==> src/rtl/keypad_input.sv <==
// keypad_input: scans a 4x4 active-low matrix keypad, debounces one key at a
// time and shifts six hex digits into a 24-bit value that the CPU reads on a
// 32-bit bus. The CPU acknowledges the completed value to start a new entry.
module keypad_input #(
   parameter int unsigned SCAN_DIV        = 32'h7FFF,
   parameter int unsigned DEBOUNCE_FRAMES = 4
) (
   input  logic        i_SYS_CLOCK,
   input  logic        i_CLEAR_n,
   output logic [3:0]  o_ROW_n,
   input  logic [3:0]  i_COL_n,
   input  logic        i_WRITE_BUS,
   output logic [31:0] o_BUS,
   output logic        o_READY,
   input  logic        i_ACK,
   output logic        o_KEY_PULSE
);

   localparam int CNT_W = $clog2(DEBOUNCE_FRAMES + 1);
   // Both the press and the release side need DEBOUNCE_FRAMES identical frames;
   // the frame that enters the check state is the first of them.
   localparam logic [CNT_W-1:0] LAST_CNT = CNT_W'(DEBOUNCE_FRAMES - 1);
   localparam logic [31:0]      DIV_MAX  = 32'(SCAN_DIV);

   typedef enum logic [1:0] {
      ST_IDLE,
      ST_PRESS_CHK,
      ST_HELD,
      ST_REL_CHK
   } state_t;

   // Scan timing and column sampling
   logic [31:0]      presc_reg;
   logic             tick;
   logic [1:0]       row_idx_reg;
   logic [3:0]       col_meta_reg;
   logic [3:0]       col_sync_reg;
   logic [3:0]       col_active;
   logic [11:0]      frame_bits_reg;
   logic [15:0]      frame_now;
   logic             frame_valid;
   logic [1:0]       hit_count;
   logic [3:0]       hit_code;
   logic             frame_key;
   logic             frame_none;

   // Debounce FSM
   state_t           state_reg, state_next;
   logic [CNT_W-1:0] frame_cnt_reg, frame_cnt_next;
   logic [CNT_W-1:0] frame_cnt_inc;
   logic [3:0]       cand_reg, cand_next;
   logic             accept;

   // Digit entry datapath
   logic [23:0]      value_reg;
   logic [2:0]       digit_cnt_reg;
   logic             ready_reg;
   logic             pulse_reg;

   assign tick        = (presc_reg == DIV_MAX);
   assign frame_valid = tick && (row_idx_reg == 2'd3);
   assign col_active  = ~col_sync_reg;
   // Rows 0..2 were latched on earlier ticks; row 3 is still on the wires.
   assign frame_now   = {col_active, frame_bits_reg};

   // Prescaler producing a one-cycle scan tick every SCAN_DIV+1 clocks
   always_ff @(posedge i_SYS_CLOCK or negedge i_CLEAR_n) begin
      if (!i_CLEAR_n) begin
         presc_reg <= '0;
      end else if (tick) begin
         presc_reg <= '0;
      end else begin
         presc_reg <= presc_reg + 32'd1;
      end
   end

   // Two-flop synchroniser on the asynchronous column inputs
   always_ff @(posedge i_SYS_CLOCK or negedge i_CLEAR_n) begin
      if (!i_CLEAR_n) begin
         col_meta_reg <= 4'hF;
         col_sync_reg <= 4'hF;
      end else begin
         col_meta_reg <= i_COL_n;
         col_sync_reg <= col_meta_reg;
      end
   end

   // Row rotation and per-row column capture on every tick
   always_ff @(posedge i_SYS_CLOCK or negedge i_CLEAR_n) begin
      if (!i_CLEAR_n) begin
         row_idx_reg    <= 2'd0;
         frame_bits_reg <= '0;
      end else if (tick) begin
         row_idx_reg <= row_idx_reg + 2'd1;
         case (row_idx_reg)
            2'd0:    frame_bits_reg[3:0]  <= col_active;
            2'd1:    frame_bits_reg[7:4]  <= col_active;
            2'd2:    frame_bits_reg[11:8] <= col_active;
            default: frame_bits_reg       <= frame_bits_reg;
         endcase
      end
   end

   // One-hot active-low row drive from the row index
   always_comb begin
      o_ROW_n = ~(4'b0001 << row_idx_reg);
   end

   // Frame classification: exactly one closed switch is a key, else nothing.
   // Bit position row*4+col is directly the key code {row, col}.
   always_comb begin
      hit_count = 2'd0;
      hit_code  = 4'd0;
      for (int i = 0; i < 16; i++) begin
         if (frame_now[i]) begin
            if (hit_count != 2'd2) begin
               hit_count = hit_count + 2'd1;
            end
            hit_code = 4'(i);
         end
      end
   end

   assign frame_key  = frame_valid && (hit_count == 2'd1);
   assign frame_none = frame_valid && !frame_key;

   // Debounce FSM state, frame counter and candidate code registers
   always_ff @(posedge i_SYS_CLOCK or negedge i_CLEAR_n) begin
      if (!i_CLEAR_n) begin
         state_reg     <= ST_IDLE;
         frame_cnt_reg <= '0;
         cand_reg      <= 4'd0;
      end else begin
         state_reg     <= state_next;
         frame_cnt_reg <= frame_cnt_next;
         cand_reg      <= cand_next;
      end
   end

   assign frame_cnt_inc = frame_cnt_reg + CNT_W'(1);

   // Debounce next-state logic; only frame results move the FSM
   always_comb begin
      state_next     = state_reg;
      frame_cnt_next = frame_cnt_reg;
      cand_next      = cand_reg;
      accept         = 1'b0;
      case (state_reg)
         ST_IDLE: begin
            if (frame_key) begin
               cand_next      = hit_code;
               frame_cnt_next = '0;
               state_next     = ST_PRESS_CHK;
            end
         end
         ST_PRESS_CHK: begin
            if (frame_valid) begin
               if (frame_key && (hit_code == cand_reg)) begin
                  if (frame_cnt_inc >= LAST_CNT) begin
                     accept         = 1'b1;
                     frame_cnt_next = '0;
                     state_next     = ST_HELD;
                  end else begin
                     frame_cnt_next = frame_cnt_inc;
                  end
               end else begin
                  frame_cnt_next = '0;
                  state_next     = ST_IDLE;
               end
            end
         end
         ST_HELD: begin
            // No auto-repeat: a held key just sits here until released.
            if (frame_none) begin
               frame_cnt_next = '0;
               state_next     = ST_REL_CHK;
            end
         end
         ST_REL_CHK: begin
            if (frame_key) begin
               frame_cnt_next = '0;
               state_next     = ST_HELD;
            end else if (frame_none) begin
               if (frame_cnt_inc >= LAST_CNT) begin
                  frame_cnt_next = '0;
                  state_next     = ST_IDLE;
               end else begin
                  frame_cnt_next = frame_cnt_inc;
               end
            end
         end
         default: begin
            frame_cnt_next = '0;
            state_next     = ST_IDLE;
         end
      endcase
   end

   // Digit shift register, digit count, ready flag and key strobe.
   // Accepts are ignored while ready, so they never collide with an ACK.
   always_ff @(posedge i_SYS_CLOCK or negedge i_CLEAR_n) begin
      if (!i_CLEAR_n) begin
         value_reg     <= 24'h0;
         digit_cnt_reg <= 3'd0;
         ready_reg     <= 1'b0;
         pulse_reg     <= 1'b0;
      end else begin
         pulse_reg <= 1'b0;
         if (accept && !ready_reg) begin
            value_reg     <= {value_reg[19:0], cand_reg};
            digit_cnt_reg <= digit_cnt_reg + 3'd1;
            ready_reg     <= (digit_cnt_reg == 3'd5);
            pulse_reg     <= 1'b1;
         end else if (i_ACK && ready_reg) begin
            value_reg     <= 24'h0;
            digit_cnt_reg <= 3'd0;
            ready_reg     <= 1'b0;
         end
      end
   end

   // Bus is driven only while the CPU asks for it
   always_comb begin
      o_BUS = 32'h0;
      if (i_WRITE_BUS) begin
         o_BUS = {8'h00, value_reg};
      end
   end

   assign o_READY     = ready_reg;
   assign o_KEY_PULSE = pulse_reg;

endmodule

==> config.mk <==
export PLATFORM = sky130hd
export DESIGN_NAME = keypad_input
export DESIGN_NICKNAME = d
export VERILOG_FILES = /design/src/rtl/keypad_input.sv
export SDC_FILE = /design/constraint.sdc
export NUM_CORES = 1
export LEC_CHECK = 0
export BUFFER_PORTS_ARGS = -buffer_cell sky130_fd_sc_hd__buf_4
export CAP_MARGIN = 20
export CELL_PAD_IN_SITES_DETAIL_PLACEMENT = 0
export CELL_PAD_IN_SITES_GLOBAL_PLACEMENT = 1
export CORE_MARGIN = 4
export CORE_UTILIZATION = 29
export DETAILED_ROUTE_END_ITERATION = 16
export MAX_ROUTING_LAYER = met4
export PLACE_DENSITY_LB_ADDON = 0.1
export REMOVE_ABC_BUFFERS = 1
export SLEW_MARGIN = 25
export SYNTH_ARGS = -nofsm -noshare
export SYNTH_HDL_FRONTEND = slang
export SYNTH_SLANG_ARGS = --single-unit
==> constraint.sdc <==
create_clock -name i_SYS_CLOCK -period 12.63 [get_ports i_SYS_CLOCK]
set_input_delay 1.8945 -clock i_SYS_CLOCK [delete_from_list [all_inputs] [get_ports i_SYS_CLOCK]]
set_output_delay 1.8945 -clock i_SYS_CLOCK [all_outputs]
set_load 0.05 [all_outputs]
# --- After elaboration in Yosys (flattened, before gate mapping) ---
# Index checks and enable logic that the tools add are counted.
# Widths: inputs -> output; s select.
word_totals:
  reg_bits: 92
  inputBits: 8
  output_inout_bits: 38
  wordCells: 161
classes:
  addsub: 19
  magnitude_cmp: 1
  eq_ne: 31
  shifts: 1
  n_mux: 76
  bitwise: 2
  n_reduce_logical: 17
op_table:
  columns: ["operator", "n"]
  rows:
  - ["$mux 2", 38]
  - ["$mux 24", 3]
  - ["$mux 4", 14]
  - ["$ne 2x2->1 const B", 18]
  - ["$add 2x1->2 const B", 16]
  - ["$add 32x1->32 const B", 1]
  - ["$eq 32x15->1 const B", 1]
  - ["$mux 32", 1]
  - ["$mux 3", 9]
  - ["$pmux 3 s4", 1]
  - ["$mux 1", 9]
  - ["$ne 3x3->1 const B", 3]
  - ["$eq 2x2->1 const B", 4]
  - ["$not 4->4", 2]
  - ["$pmux 2 s4", 1]
  - ["$reduce_and 2->1", 4]
  - ["$add 3x1->3 const B", 2]
  - ["$eq 2x1->1 const B", 3]
  - ["$logic_and 1x1->1", 6]
  - ["$reduce_and 6->1", 1]
  - ["$eq 4x4->1", 1]
  - ["$logic_not 2->1", 2]
  - ["$reduce_and 4->1", 1]
  - ["$shl 1x2->4 const A", 1]
  - ["other kinds (4)", 5]

# --- Depth between registers and ports, before layout ---
depth:
  ltp_word: 54
  depth_mapped: 27
  mapped_depth_nobuf: 25

# --- Worst setup path before layout ---
# OpenSTA, ideal clock, no wires.
synth_timing:
  path_kind: "register -> register"
  from: "register frame_bits_reg[0]"
  to: "register cand_reg[3]"
  setup_time_ns: 0.125
  t_arrival_ns: 6.546
  required_ns: 12.505
  path_slack_ns: 5.959
  stages_incl_launch_ff: 26
  n_path_buf: 2
  synth_period_minus_slack_ns: 6.671
  path_cell_list: "dfrtp_1 inv_1 ha_1 xnor2_1 mux4_2 a32o_1 or3_1 buf_2 and3_1 o32a_1 buf_4 a21oi_1 nor3_1 or4_1 and4_1 o32a_1 mux2_2 xnor2_1 a311o_1 a21oi_1 a32oi_1 ha_1 nor3b_1 a31oi_4 nor4_4 mux2_2"
synth_via:
  elab_chain_cells: 49
  elab_cells_between_ends: 64
  classes_between: "add/sub: 15; eq/ne: 16; mux: 31; reduce/logical: 2"
synth_lines:
  columns: ["item", "line", "rtl"]
  rows:
  - ["start: declaration", "39", "logic [11:0] frame_bits_reg;"]
  - ["start signal: assignment", "96", "2'd0: frame_bits_reg[3:0] <= col_active;"]
  - ["start signal: assignment", "99", "default: frame_bits_reg <= frame_bits_reg;"]
  - ["$mux 1 *", "115", "if (frame_now[i]) begin"]
  - ["$add 2x1->2 / $ne 2x2->1 (equally long branches)", "117, 116", null]
  - ["$mux 2", "116", "if (hit_count != 2'd2) begin"]
  - ["$mux 2 *", "115", null]
  - ["$add 2x1->2 / $ne 2x2->1 (equally long branches)", "117, 116", null]
  - ["$mux 2", "116", null]
  - ["$mux 2 *", "115", null]
  - ["$add 2x1->2 / $ne 2x2->1 (equally long branches)", "117, 116", null]
  - ["[... 33 more ...]", null, null]
  - ["$mux 2", "116", null]
  - ["$mux 2 *", "115", null]
  - ["$add 2x1->2 / $ne 2x2->1 (equally long branches)", "117, 116", null]
  - ["$mux 2", "116", null]
  - ["$mux 2 *", "115", null]
  - ["$eq 2x1->1 *", "124", "assign frame_key = frame_valid && (hit_count == 2'd1);"]
  - ["$logic_and 1x1->1 *", "124", null]
  - ["$reduce_and 2->1 (no source line) *", null, null]
  - ["end signal: assignment", "136", "cand_reg <= cand_next;"]
  - ["end: declaration", "51", "logic [3:0] cand_reg, cand_next;"]
# Mark *: on every way between the ends. The rest lies on a longest branch, timed or not.
# A chain may end at the register's enable or synchronous reset.

# --- Final worst setup path ---
layout_timing:
  from: "register frame_bits_reg[1]"
  to: "register cand_reg[3]"
layout_via:
  elab_chain_cells: 46
  elab_cells_between_ends: 60
  classes_between: "add/sub: 14; eq/ne: 15; mux: 29; reduce/logical: 2"
layout_lines:
  columns: ["item", "line"]
  rows:
  - ["$mux 2 *", "115"]
  - ["$add 2x1->2 / $ne 2x2->1 (equally long branches)", "117, 116"]
  - ["$mux 2", "116"]
  - ["$mux 2 *", "115"]
  - ["$add 2x1->2 / $ne 2x2->1 (equally long branches)", "117, 116"]
  - ["$mux 2", "116"]
  - ["$mux 2 *", "115"]
  - ["$add 2x1->2 / $ne 2x2->1 (equally long branches)", "117, 116"]
  - ["[... 30 more ...]", null]
  - ["$mux 2", "116"]
  - ["$mux 2 *", "115"]
  - ["$add 2x1->2 / $ne 2x2->1 (equally long branches)", "117, 116"]
  - ["$mux 2", "116"]
  - ["$mux 2 *", "115"]
  - ["$eq 2x1->1 *", "124"]
  - ["$logic_and 1x1->1 *", "124"]
  - ["$reduce_and 2->1 (no source line) *", null]
# Marks and branches as above.

==> flow_metrics.tcl <==
set metrics [dict create \
    r2r-start "frame_bits_reg[1]" \
    post_cts.repair.setup_buffers 0 \
    areaGrowthSynthToFinish_pct 12.0 \
    post-place-ws_ps 4890 \
    hold_viol 0 \
    dr.pass1.iters 5 \
    gp_congestion 0.804 \
    num_vias 5267 \
    synth.area.mux_share 0.0157 \
    core-area_mm2 0.0210 \
    synth_ff_type "dfrtp_1" \
    antenna_found_initial 0 \
    hpwl_um 10700 \
    grt_pass1_vias 5069 \
    hold_path.class "flip-flop to flip-flop" \
    wirelength_um 15400 \
    cts_made_buffers 9 \
    cts_max_level 3 \
    worst_pin_slew_ps 938 \
    cp.buffers_inverters 1 \
    syn_area_mm2 0.00621 \
    drt_iter0_markers 235 \
    max-slew-margin-rel 0.373 \
    tritoncts "yes" \
    layout.nets 736 \
    drv_slew 0 \
    cp-startpoint "frame_bits_reg[1]" \
    ioPinCount 46 \
    worstPathRequired_ps 12860 \
    power_density_mw_per_mm2 99.2 \
    dieArea_mm2 0.0238 \
    grt_start_max_net_pins 72 \
    use_met2 0.217 \
    worstPathMaxFanout 31 \
    synth_top_family_by_area "compound AO/OA/AOI/OAI gates" \
    synth_xor_area_frac 0.0646 \
    start_util 0.296 \
    end_kind "flip-flop" \
    final_cells 994 \
    ys.warnings.count 0 \
    power.leakage_nw 2.87 \
    post-route-min-period_ps 7820 \
    ys_seq_elements 92 \
    crit_slowest_cell "nor3b_1" \
    grt_first_pass_wirelength_um 25800 \
    wl_per_cell_um 15.5 \
    drv_cap 0 \
    core.rowCount 53 \
    synth.avg_cell_area_um2 8.80 \
    largest_reg_flops 32 \
    setup_tns_ps 0 \
    clock_tree.buffer_depth 2 \
    critical_path.top_delay_family "compound AO/OA/AOI/OAI gates" \
    synth_adder_area_share 0.0282 \
    numPortBuffers 37 \
    synth_compound_area_frac 0.245 \
    seq_area_frac_synth 0.372 \
    die_y_um 154 \
    critPathMaxStageDelay_ps 600 \
    hp-start "col_meta_reg[3]" \
    status "complete, no violations" \
    worst_slack_ps 4810 \
    viasPerCell 5.30 \
    met1_usage 0.174 \
    syn_inst 706 \
    grt_usage 0.133 \
    finalSetupViolCount 0 \
    ctsHoldBuffers 0 \
    cp-start-kind "flip-flop" \
    drive_gt1_frac 0.134 \
    postRouteAntennaNets 0 \
    critPathKind "flip-flop to flip-flop" \
    numClockSinks 92 \
    clkTransAtPathRegs_ps 70 \
    antenna_cells 0 \
    clk_latency_ps 350 \
    synth_edf_count 0 \
    grt.overflow.total 0 \
    grtUsageMet3 0.0238 \
    global_route.peak_usage_layer "met2" \
    fp.dieW_um 154 \
    cts_resized 0 \
    yosys.area.top_type_share 0.338 \
    rsz0062_at_grt "false" \
    synth_cell_types 85 \
    yosys.area.top_type "dfrtp_1" \
    finalClockSkew_ps 14.9 \
    cts_root_buf "clkbuf_16" \
    arrival_ps 8050 \
    async_reset_ff_frac 1.00 \
    p_total_mw 0.690 \
    place_inst 978 \
    synthTopCellsByArea "dfrtp_1 34%, a21oi_1 4.1%, a31oi_1 4.0%, o21ai_0 3.9%, xnor2_1 3.8%" \
    critical_path.cell_chain "inv_1 > ha_1 > xnor2_1 > mux4_2 > a32o_1 > or3_1 > a2111oi_0 > o32a_1 > nor2b_1 > o311a_4 > or2_1 > a311oi_1 > nor3_1 > mux2_2 > xnor2_1 > a311o_1 > a21oi_1 > a32oi_1 > ha_1 > nor3b_1 > a31oi_4 > nor4_4 > mux2_2" \
    hold_ws_ps 356 \
    drc 0 \
    peakVddDrop_mv 0.0570 \
    post-route-period-util 0.619 \
    max_freq_mhz 128 \
    synth-simple-area-share 0.216 \
]
-- stage by stage --
step                instance area (um2)   util
floorplan                          6000      -
global route                       6960  0.331
global placement                   6650  0.317
finish                             6960  0.331
CTS                                6960  0.331
detailed placement                 6650  0.317
-- per-layer routing --
| metal | wire length, um | vias to the layer above | share of wire |
|---|---|---|---|
| met1 | 7320 | 2562 | 0.47 |
| met5 | 0 | - | 0 |
| met2 | 7480 | 94 | 0.48 |
| met3 | 488 | 12 | 0.032 |
| li1 | - | 2599 | - |
| met4 | 159 | 0 | 0.010 |
-- where the power goes --
| part | switching [mW] | total [mW] | internal [mW] |
|---|---|---|---|
| combinational | 0.0642 | 0.0915 | 0.0273 |
| sequential | 0.0135 | 0.322 | 0.309 |
| clock | 0.117 | 0.277 | 0.160 |
-- Yosys cell counts, types with 3 or more instances --
| library cell | n |
|---|---|
| a211oi_1 | 8 |
| a21oi_1 | 51 |
| a221oi_1 | 4 |
| a22o_1 | 4 |
| a311oi_1 | 3 |
| a31o_2 | 3 |
| a31oi_1 | 40 |
| and2_1 | 31 |
| and3_1 | 19 |
| and4_1 | 5 |
| buf_2 | 3 |
| buf_4 | 11 |
| clkbuf_1 | 36 |
| dfrtp_1 | 84 |
| dfstp_2 | 8 |
| ha_1 | 14 |
| inv_1 | 29 |
| mux2i_1 | 3 |
| nand2_1 | 35 |
| nand2b_1 | 3 |
| nand3_1 | 44 |
| nor2_1 | 41 |
| nor2b_1 | 3 |
| nor3_1 | 20 |
| nor4_1 | 7 |
| o211a_1 | 3 |
| o211ai_1 | 7 |
| o21a_1 | 6 |
| o21ai_0 | 48 |
| o31ai_1 | 6 |
| or2_2 | 7 |
| or3_1 | 8 |
| or4_1 | 5 |
| xnor2_1 | 27 |
| xor2_1 | 12 |
-- cells in the final DEF, fill, tap and decap left out, types with 4 or more instances in the layout --
cell type,count
a22o_1,4
dfrtp_1,84
and2_1,31
clkbuf_16,9
and4_1,5
nand3_1,44
inv_1,29
o21ai_0,48
a211oi_1,8
o31ai_1,6
dfstp_2,8
nand2_1,35
buf_4,40
xor2_1,12
a221oi_1,4
o211ai_1,7
xnor2_1,27
nor3_1,19
nor4_1,7
o21a_1,6
a31oi_1,40
or2_2,7
nor2_1,41
or3_1,8
a21oi_1,51
conb_1,8
or4_1,5
and3_1,19
ha_1,14
-- worst paths after layout --
kind,to,slack [ps],cells past startpoint
worst max-delay path,cand_reg[3],4810,23
worst min-delay path,col_sync_reg[3],360,0
worst max register to register,cand_reg[3],4810,23
worst min register to register,col_sync_reg[3],360,0
max in group asynchronous,presc_reg[20],10220,2
min in group asynchronous,value_reg[22],1430,1
-- final cells by class --
class | count | area, um2
multi-input combinational | 539 | 3570
sequential | 92 | 2310
clock buffer | 11 | 243
tap | 275 | 344
inverter | 31 | 116
fill | 2188 | 14100
timing repair buffer | 41 | 312
clock inverter | 5 | 60.1
-- cell families after synthesis --
logic type | after synthesis
xor+xnor | 42
other cells | 1
mux | 8
flops | 92
simple gates | 244
fa+ha+maj | 14
buf+inv | 82
compound gates | 223
Note: power is estimated with default switching activity, not from simulation.
